===== src/rtl/fetch_ctrl_if.sv =====
// Instruction-memory request/response bus between the fetch sequencer and imem.
// master = fetch side (drives req/addr), slave = memory side (drives ack/rdata).
interface fetch_ctrl_if;
  logic        imem_req;
  logic [31:0] imem_addr;
  logic        imem_ack;
  logic [31:0] imem_rdata;

  modport master (
    output imem_req,
    output imem_addr,
    input  imem_ack,
    input  imem_rdata
  );

  modport slave (
    input  imem_req,
    input  imem_addr,
    output imem_ack,
    output imem_rdata
  );
endinterface


===== src/rtl/fetch_ctrl.sv =====
// IF-stage sequencer: owns the PC, fetches over a req/ack bus and loads IF/ID. IF/ID loads the cycle after ack.
// Decode stall parks one response in a skid buffer (imem_req drops); EX redirects flush IF/ID and kill fetches.
module fetch_ctrl #(
  parameter logic [31:0] RESET_PC = 32'h0000_0000,
  parameter int          TIMEOUT  = 16
) (
  input  logic               clk,
  input  logic               rst,
  input  logic               PCSrcE,
  input  logic [31:0]        PCTargetE,
  input  logic               StallD,
  fetch_ctrl_if.master       imem,
  output logic [31:0]        InstrD,
  output logic [31:0]        PCD,
  output logic [31:0]        PCPlus4D,
  output logic               ValidD,
  output logic               fetch_err
);

  localparam int TCW = $clog2(TIMEOUT + 1);

  typedef enum logic [2:0] {
    S_IDLE,
    S_REQ,
    S_KILL,
    S_HOLD,
    S_ERR
  } state_t;

  state_t      state_q;
  logic [31:0] pc_q;
  logic [31:0] req_addr_q;
  logic [31:0] buf_instr_q;
  logic [31:0] buf_pc_q;
  logic [31:0] instr_q;
  logic [31:0] pcd_q;
  logic [31:0] pcp4_q;
  logic        validd_q;
  logic [TCW-1:0] tcnt_q;

  logic [TCW-1:0] tcnt_d;
  logic [31:0]    tgt_d;
  logic [31:0]    next_addr_d;
  logic [31:0]    buf_pcp4_d;
  logic           slot_free_d;
  logic           timeout_d;

  always_comb begin
    tgt_d       = {PCTargetE[31:2], 2'b00};
    next_addr_d = req_addr_q + 32'd4;
    buf_pcp4_d  = buf_pc_q + 32'd4;
    slot_free_d = !validd_q || !StallD;
    tcnt_d      = tcnt_q + 1'b1;
    timeout_d   = (tcnt_d == TCW'(TIMEOUT));
  end

  assign imem.imem_req  = (state_q == S_REQ) || (state_q == S_KILL);
  assign imem.imem_addr = req_addr_q;
  assign InstrD         = instr_q;
  assign PCD            = pcd_q;
  assign PCPlus4D       = pcp4_q;
  assign ValidD         = validd_q;
  assign fetch_err      = (state_q == S_ERR);

  always_ff @(posedge clk or negedge rst) begin
    if (!rst) begin
      state_q     <= S_IDLE;
      pc_q        <= RESET_PC;
      req_addr_q  <= 32'd0;
      buf_instr_q <= 32'd0;
      buf_pc_q    <= 32'd0;
      instr_q     <= 32'd0;
      pcd_q       <= 32'd0;
      pcp4_q      <= 32'd0;
      validd_q    <= 1'b0;
      tcnt_q      <= '0;
    end else begin
      // Bubble unless decode is holding a real instruction; a redirect always flushes.
      if (state_q != S_ERR && (PCSrcE || !(StallD && validd_q))) begin
        validd_q <= 1'b0;
      end

      case (state_q)
        S_IDLE: begin
          state_q <= S_REQ;
          tcnt_q  <= '0;
          if (PCSrcE) begin
            pc_q       <= tgt_d;
            req_addr_q <= tgt_d;
          end else begin
            req_addr_q <= pc_q;
          end
        end

        S_REQ: begin
          if (imem.imem_ack) begin
            tcnt_q <= '0;
            if (PCSrcE) begin
              pc_q       <= tgt_d;
              req_addr_q <= tgt_d;
            end else if (slot_free_d) begin
              instr_q    <= imem.imem_rdata;
              pcd_q      <= req_addr_q;
              pcp4_q     <= next_addr_d;
              validd_q   <= 1'b1;
              pc_q       <= next_addr_d;
              req_addr_q <= next_addr_d;
            end else begin
              buf_instr_q <= imem.imem_rdata;
              buf_pc_q    <= req_addr_q;
              pc_q        <= next_addr_d;
              state_q     <= S_HOLD;
            end
          end else if (timeout_d) begin
            state_q <= S_ERR;
            tcnt_q  <= '0;
          end else if (PCSrcE) begin
            pc_q    <= tgt_d;
            state_q <= S_KILL;
            tcnt_q  <= '0;
          end else begin
            tcnt_q <= tcnt_d;
          end
        end

        S_KILL: begin
          // The stale request stays on the bus until memory answers; its data is discarded.
          if (imem.imem_ack) begin
            tcnt_q  <= '0;
            state_q <= S_REQ;
            if (PCSrcE) begin
              pc_q       <= tgt_d;
              req_addr_q <= tgt_d;
            end else begin
              req_addr_q <= pc_q;
            end
          end else if (timeout_d) begin
            state_q <= S_ERR;
            tcnt_q  <= '0;
          end else begin
            tcnt_q <= tcnt_d;
            if (PCSrcE) begin
              pc_q <= tgt_d;
            end
          end
        end

        S_HOLD: begin
          if (PCSrcE) begin
            pc_q       <= tgt_d;
            req_addr_q <= tgt_d;
            state_q    <= S_REQ;
          end else if (!StallD) begin
            instr_q    <= buf_instr_q;
            pcd_q      <= buf_pc_q;
            pcp4_q     <= buf_pcp4_d;
            validd_q   <= 1'b1;
            req_addr_q <= pc_q;
            state_q    <= S_REQ;
          end
        end

        S_ERR: begin
          state_q <= S_ERR;
        end

        default: begin
          state_q <= S_IDLE;
        end
      endcase
    end
  end

endmodule


===== src/flat_wrapper.sv =====
// flat-port wrapper written by rule: the top's interface ports become plain ports
module fetch_ctrl_flat 
#(
  parameter logic [31:0] RESET_PC = 32'h0000_0000,
  parameter int          TIMEOUT  = 16
)
  (clk, rst, PCSrcE, PCTargetE, StallD, InstrD, PCD, PCPlus4D, ValidD, fetch_err, imem_imem_req, imem_imem_addr, imem_imem_ack, imem_imem_rdata);
  fetch_ctrl_if imem_i ();
  input  logic clk;
  input  logic rst;
  input  logic PCSrcE;
  input  logic [31:0] PCTargetE;
  input  logic StallD;
  output logic [31:0] InstrD;
  output logic [31:0] PCD;
  output logic [31:0] PCPlus4D;
  output logic ValidD;
  output logic fetch_err;
  output wire logic [$bits(imem_i.imem_req)-1:0] imem_imem_req;
  output wire logic [$bits(imem_i.imem_addr)-1:0] imem_imem_addr;
  input wire logic [$bits(imem_i.imem_ack)-1:0] imem_imem_ack;
  input wire logic [$bits(imem_i.imem_rdata)-1:0] imem_imem_rdata;
  assign imem_imem_req = imem_i.imem_req;
  assign imem_imem_addr = imem_i.imem_addr;
  assign imem_i.imem_ack = imem_imem_ack;
  assign imem_i.imem_rdata = imem_imem_rdata;
  fetch_ctrl #(.RESET_PC(RESET_PC), .TIMEOUT(TIMEOUT)) u_core (.clk(clk), .rst(rst), .PCSrcE(PCSrcE), .PCTargetE(PCTargetE), .StallD(StallD), .imem(imem_i), .InstrD(InstrD), .PCD(PCD), .PCPlus4D(PCPlus4D), .ValidD(ValidD), .fetch_err(fetch_err));
endmodule

===== config.mk =====
export PLATFORM = sky130hd
export DESIGN_NAME = fetch_ctrl_flat
export DESIGN_NICKNAME = d
export VERILOG_FILES = /design/src/rtl/fetch_ctrl_if.sv /design/src/rtl/fetch_ctrl.sv /design/src/flat_wrapper.sv
export SDC_FILE = /design/constraint.sdc
export NUM_CORES = 1
export LEC_CHECK = 0
export BUFFER_PORTS_ARGS = -buffer_cell sky130_fd_sc_hd__buf_2
export CORE_MARGIN = 5
export CORE_UTILIZATION = 55
export CTS_CLUSTER_DIAMETER = 80
export DETAILED_ROUTE_END_ITERATION = 6
export GPL_TIMING_DRIVEN = 0
export PLACE_DENSITY = 0.74
export SLEW_MARGIN = 20
export SYNTH_ARGS = -nofsm -noshare
export SYNTH_HDL_FRONTEND = slang
export SYNTH_SLANG_ARGS = --single-unit

===== constraint.sdc =====
create_clock -name clk -period 5.3 [get_ports clk]
set_input_delay 1.06 -clock clk [delete_from_list [all_inputs] [get_ports clk]]
set_output_delay 1.06 -clock clk [all_outputs]
set_load 0.01 [all_outputs]

* After elaboration in Yosys (flattened, before gate mapping)
Index checks and enable logic that the tools add are counted.
** Storage, ports and cells
- Output and inout port bits :: 131
- Logic and storage cells :: 104
- Register bits :: 233
- Input port bits :: 69
** Cells by class
- Add/subtract/negate cells :: 3
- Bitwise gates (word level) :: 2
- Muxes and demuxes :: 53
- Reductions and logical operators :: 18
- Eq/ne operators :: 18
** Operators with widths (count)
- $mux 32 :: 25
- $pmux 32 s2 :: 3
- $pmux 32 s4 :: 1
- $pmux 32 s3 :: 1
- $add 32x3->32 const B :: 2
- $mux 3 :: 9
- $mux 5 :: 5
- $pmux 3 s5 :: 1
- $pmux 5 s3 :: 1
- $ne 3x3->1 const B :: 4
- $ne 2x2->1 const B :: 5
- $reduce_and 5->1 :: 2
- $eq 3x2->1 const B :: 2
- $mux 1 :: 6
- $ne 3x2->1 const B :: 2
- $reduce_and 6->1 :: 1
- $reduce_bool 3->1 :: 2
- $add 5x1->5 const B :: 1
- $eq 5x5->1 const B :: 1
- $ne 4x3->1 const B :: 1
- $reduce_and 4->1 :: 1
- $reduce_bool 4->1 :: 1
- $eq 3x1->1 const B :: 1
- $eq 3x3->1 const B :: 1
- 9 further kinds :: 15

* Longest topological paths before layout
- Depth after elaboration :: 9
- Gate-level depth with buffers :: 9
- Mapped depth without buffers :: 7

* Least setup slack after synthesis
OpenSTA, ideal clock, no wires.
- Path kind :: in2reg
- Start :: in PCSrcE
- End :: reg u_core.req_addr_q[13], in the netlist u_core.imem.imem_addr[13]
- Buffers on the path :: 5
- Cell stages on the path :: 8
- Setup time :: 0.129 ns
- Slack :: 2.726 ns
- Arrival :: 2.445 ns
- Cells stage by stage :: buf_2 > buf_2 > buf_2 > buf_2 > clkbuf_1 > o21ai_0 > o21ai_0 > o21ai_0
** On the way
- Cells in the longest elaborated chain, start to end :: 3
- Elaborated cells between the ends (all ways) :: 9
- Those cells by class :: eq/ne: 2; mux: 6; reduce/logical: 1
** Ends and longest elaborated chain
- start, declared :: line flat_wrapper.sv:11 : input logic PCSrcE;
- $mux 32, on equally long branches
- $mux 32, on equally long branches :: line fetch_ctrl.sv:128, fetch_ctrl.sv:96
- $pmux 32 s4 :: line fetch_ctrl.sv:83 : case (state_q)
- end signal, assigned :: line fetch_ctrl.sv:89 : req_addr_q <= tgt_d;
- end signal, assigned :: line fetch_ctrl.sv:133 : req_addr_q <= tgt_d;
- end signal, assigned :: line fetch_ctrl.sv:135 : req_addr_q <= pc_q;
- end, declared :: line fetch_ctrl.sv:32 : logic [31:0] req_addr_q;
Parallel ways exist; a longest one is shown, timed or not. The select of a mux whose other input is x is not followed.
A chain may end at the register's enable or synchronous reset.

* Worst setup path after layout
- Start :: reg u_core.state_q[2]
- End :: out fetch_err
** On the way
- Cells in the longest elaborated chain, start to end :: 1
** Ends and longest elaborated chain
- start, declared :: line fetch_ctrl.sv:30 : state_t state_q;
- start signal, assigned :: line fetch_ctrl.sv:67 : state_q <= S_IDLE;
- start signal, assigned :: line fetch_ctrl.sv:85 : state_q <= S_REQ;
- start signal, assigned :: line fetch_ctrl.sv:112 : state_q <= S_HOLD;
- $eq 3x3->1 :: line fetch_ctrl.sv:63 : assign fetch_err = (state_q == S_ERR);
- end, declared :: line flat_wrapper.sv:18 : output logic fetch_err;
No other way between the ends.

==> summary.md <==
| Metric | Value |
|---|---|
| Cell seen most often among critical-path stages | buf_2 |
| Area of the multi-input gates | 6222 µm² |
| Clock Latency Late Sink | 0.54 ns |
| Worst Path Arrival | 2.35 ns |
| Clock Skews | 0.01297 ns |
| Pint | 5.487 mW |
| Synth unique cells | 74 |
| First-pass GRT wire length | 67410 µm |
| Syn-to-layout area delta | 19.04% |
| Fin nets | 1701 |
| Final worst-path setup slack | 1.893 ns |
| Crit-path slowest cell | clkbuf_1 |
| Syn nets | 1475 |
| Share of cells above drive strength 1 | 23.12% |
| Die ar. | 25940 µm² |
| Fin util | 66.19% |
| Seq cells post-synth | 231 |
| Clock Path Buffers | 3 |
| Gate power share | 44.4% |
| DR WL/cell | 22.50 µm |
| Status | complete, no violations |
| CORE AREA | 22570 µm² |
| Static leakage | 6.721 nW |
| Row Count | 55 |
| Reg area | 5781 µm² |
| Register area share after synthesis | 46.06% |
| Die width | 161.1 µm |
| TritonCTS clock tree | built |
| Grt met2 use | 52.69% |
| Pwr Density | 648.0 nW/µm² |
| Crit share post-route | 64.29% |
| Overall Power | 9.681 mW |
| Reg2reg path depth | 7 |
| Ant. Diodes | 0 |
| Critical path depth | 5 |
| Initial Utilization | 55.60% |
| Crit path buf inv count | 4 |
| IO Pins | 200 |
| CP required | 4.24 ns |
| Via count | 12180 |
| CTS sink count | 231 |
| Net switching power | 4.195 mW |
| Initial antenna violation count | 0 |
| Sw Ratio | 43.33% |
| Detailed placer's ending HPWL | 32190 µm |
| Worst slew pin tran | 0.9294 ns |
| Crit path largest cell delay | 0.58 ns |
| TritonCTS Buffers | 26 |
| First drt pass iteration count | 6 |
| DR vias/cell | 6.299 |
| Drt initial violations | 1442 |
| Max-slew violations | 0 |
| # H-tree levels | 1 |
| Crit Path Category | reg -> out |
| CTS Hold Bufs | 0 |
| Post-Synthesis Cells | 1403 |
| GR Util met1 | 44.54% |
| Avg Cell Area, Syn | 8.946 µm² |
| Delay-heaviest family, CP | buffers and inverters |
| Hold Crit Class | in -> async |
| Main flop type after synthesis | dfrtp_1 |
| Post_cts resized | 0 |
| Post-route ant nets | 0 |
| Syn Std Cell Area | 12550 µm² |
| Dpl ws | 1.845 ns |
| Max Clock Freq | 0.2935 GHz |
| Critical path cell sequence | inv_1 > buf_2 > clkbuf_1 > nor3_1 > buf_2 |
| Die H | 161.1 µm |
| Drt total wl | 43480 µm |
| Met3 global-route usage | 5.333% |
| Post-synth EDFFs | 0 |
| Hold Violations, Final | 0 |
| Crit-path max FO | 10 |
| RSZ-0062 raised after global routing | no |
| Async S/R FF share, synth | 100.0% |
| Root Driver | clkbuf_16 |
| Post-layout min period | 3.407 ns |
| Placer Congestion | 0.9688 |
| Crit. End Element | output port |
| Residual DRC | 0 |
| Post-CTS setup buffers | 0 |
| Global routing's busiest layer | met2 |
| Setup violators final | 0 |
| Filler instances | 1897 |
| Reg power frac | 34.3% |
| Gr ovfl total | 0 |
| Vias in the first global route | 11720 |
| Clk network pwr share | 21.3% |
| Gr usage total | 32.64% |
| Rel. slew slack | 38.04% |
| Peak VDD IR | 0.3542 mV |
| Worst setup SP type | register |
| Ys Warns | 0 |
| Input/output buffers | 196 |
| Largest net degree at the start of global routing | 84 |
| Max Cap Viol | 0 |
| Clock transition at path regs | 0.06 ns |
[cells by family (layout without fill, tap and decap cells)]
family / count (synthesis) / count (layout) / synth area share, %
adder cells (fa/ha/maj): 3 / 3 / 0.2991
flip-flops: 231 / 231 / 46.06
multiplexers: 92 / 92 / 8.025
AND/OR/NAND/NOR: 532 / 532 / 18.90
buffers and inverters: 123 / 368 / 4.366
XOR/XNOR: 55 / 55 / 3.838
AO/OA/AOI/OAI: 367 / 367 / 18.51
[path summary, 6_finish.rpt]
path / to / startpoint / slack (ns)
setup / recovery: fetch_err / u_core.state_q[2]$_DFFE_PN0P_ / 1.89
hold / removal: u_core.buf_instr_q[3]$_DFFE_PN0P_ / rst / 0.47
setup reg to reg: u_core.imem.imem_addr[13]$_DFFE_PN0P_ / u_core.state_q[0]$_DFFE_PN0P_ / 2.41
hold reg to reg: u_core.PCPlus4D[11]$_DFFE_PN0P_ / u_core.PCPlus4D[11]$_DFFE_PN0P_ / 0.48
max in group asynchronous: u_core.PCPlus4D[10]$_DFFE_PN0P_ / rst / 3.56
min in group clk: u_core.PCPlus4D[11]$_DFFE_PN0P_ / u_core.PCPlus4D[11]$_DFFE_PN0P_ / 0.48
[state kept, by name, indices dropped and copies added (netlist names)]
signal / count
u_core.PCD: 30
u_core.InstrD: 32
u_core.buf_pc_q: 32
u_core.tcnt_q: 5
u_core.ValidD: 1
u_core.pc_q: 32
u_core.state_q: 3
u_core.imem.imem_addr: 32
u_core.PCPlus4D: 32
u_core.buf_instr_q: 32
[per-layer routing]
layer  vias up  part of all wire (%)  routed length, µm
met5         -                     0                  0
met4         0                   4.1               1790
met3       125                   9.1               3967
met2       727                    46              20180
met1      5871                    40              17550
li1       5453                     -                  -
[layout make-up]
type / count / area share (%)
well taps: 285 / 2.387
inverters: 20 / 0.5025
clock inverters: 14 / 1.742
clock buffers: 33 / 4.866
repair buffers: 198 / 7.001
plain buffers: 103 / 3.166
flip-flops and latches: 231 / 38.69
multi-input cells: 1049 / 41.65
[through the flow]
stage	hold WS [ns]	std cells	TNS (ns)	area, µm²
6_report	0.4741	1933	0	14940
5_1_grt	0.5149	1933	0	14940
3_5_place_dp	0.4708	1886	0	13950
3_3_place_gp	0.4591	1884	-210.15	13890
4_1_cts	0.4845	1933	0	14940
2_1_floorplan	0.4557	1403	0	12550
[power by group through the flow]
stage               sequential [mW]  combinational, mW  clock, mW
finish                         3.32               4.30       2.06
global route                   3.41               4.67       2.15
CTS                            3.30               4.25       2.08
detailed placement             3.32               4.22          0
global placement               3.30               4.14          0
floorplan                      3.33               2.48          0
[worst register-to-register path, cell delays in order (launching register included)]
cell      delay, ns
dfrtp_1        0.35
buf_2          0.17
xnor2_1        0.32
o221ai_1       0.43
a31oi_1        0.69
clkbuf_1       0.56
o21ai_0        0.19
o21ai_0        0.11
[layout by cell type, fill, tap and decap left out, types with 6 or more instances in the layout]
master / count
mux2i_1: 23
xor2_1: 17
a22oi_1: 14
a22o_1: 8
nand2_1: 250
clkbuf_1: 53
buf_4: 10
dfrtp_1: 231
clkbuf_16: 26
nor2_1: 137
a211oi_1: 11
o21ai_0: 111
nand4_1: 17
nand3_1: 34
a32oi_1: 6
a31oi_1: 73
o221ai_1: 7
mux2_2: 69
nand2b_1: 15
a21oi_1: 55
o211ai_1: 18
nor3_1: 19
inv_1: 18
xnor2_1: 38
buf_2: 233
and3_1: 15
o22ai_1: 8
nor4_1: 8
bufinv_16: 7
[Yosys cell counts, types with 23 or more instances]
library cell	n	area share, %
nand3_1	34	1.4
xnor2_1	38	2.7
mux2_2	69	6.2
a31oi_1	73	3.6
nand2_1	250	7.5
clkbuf_1	51	1.5
dfrtp_1	231	46
a21oi_1	55	2.2
buf_2	38	1.5
mux2i_1	23	1.8
nor2_1	137	4.1
o21ai_0	111	4.4
Note: power is estimated with default switching activity, not from simulation.
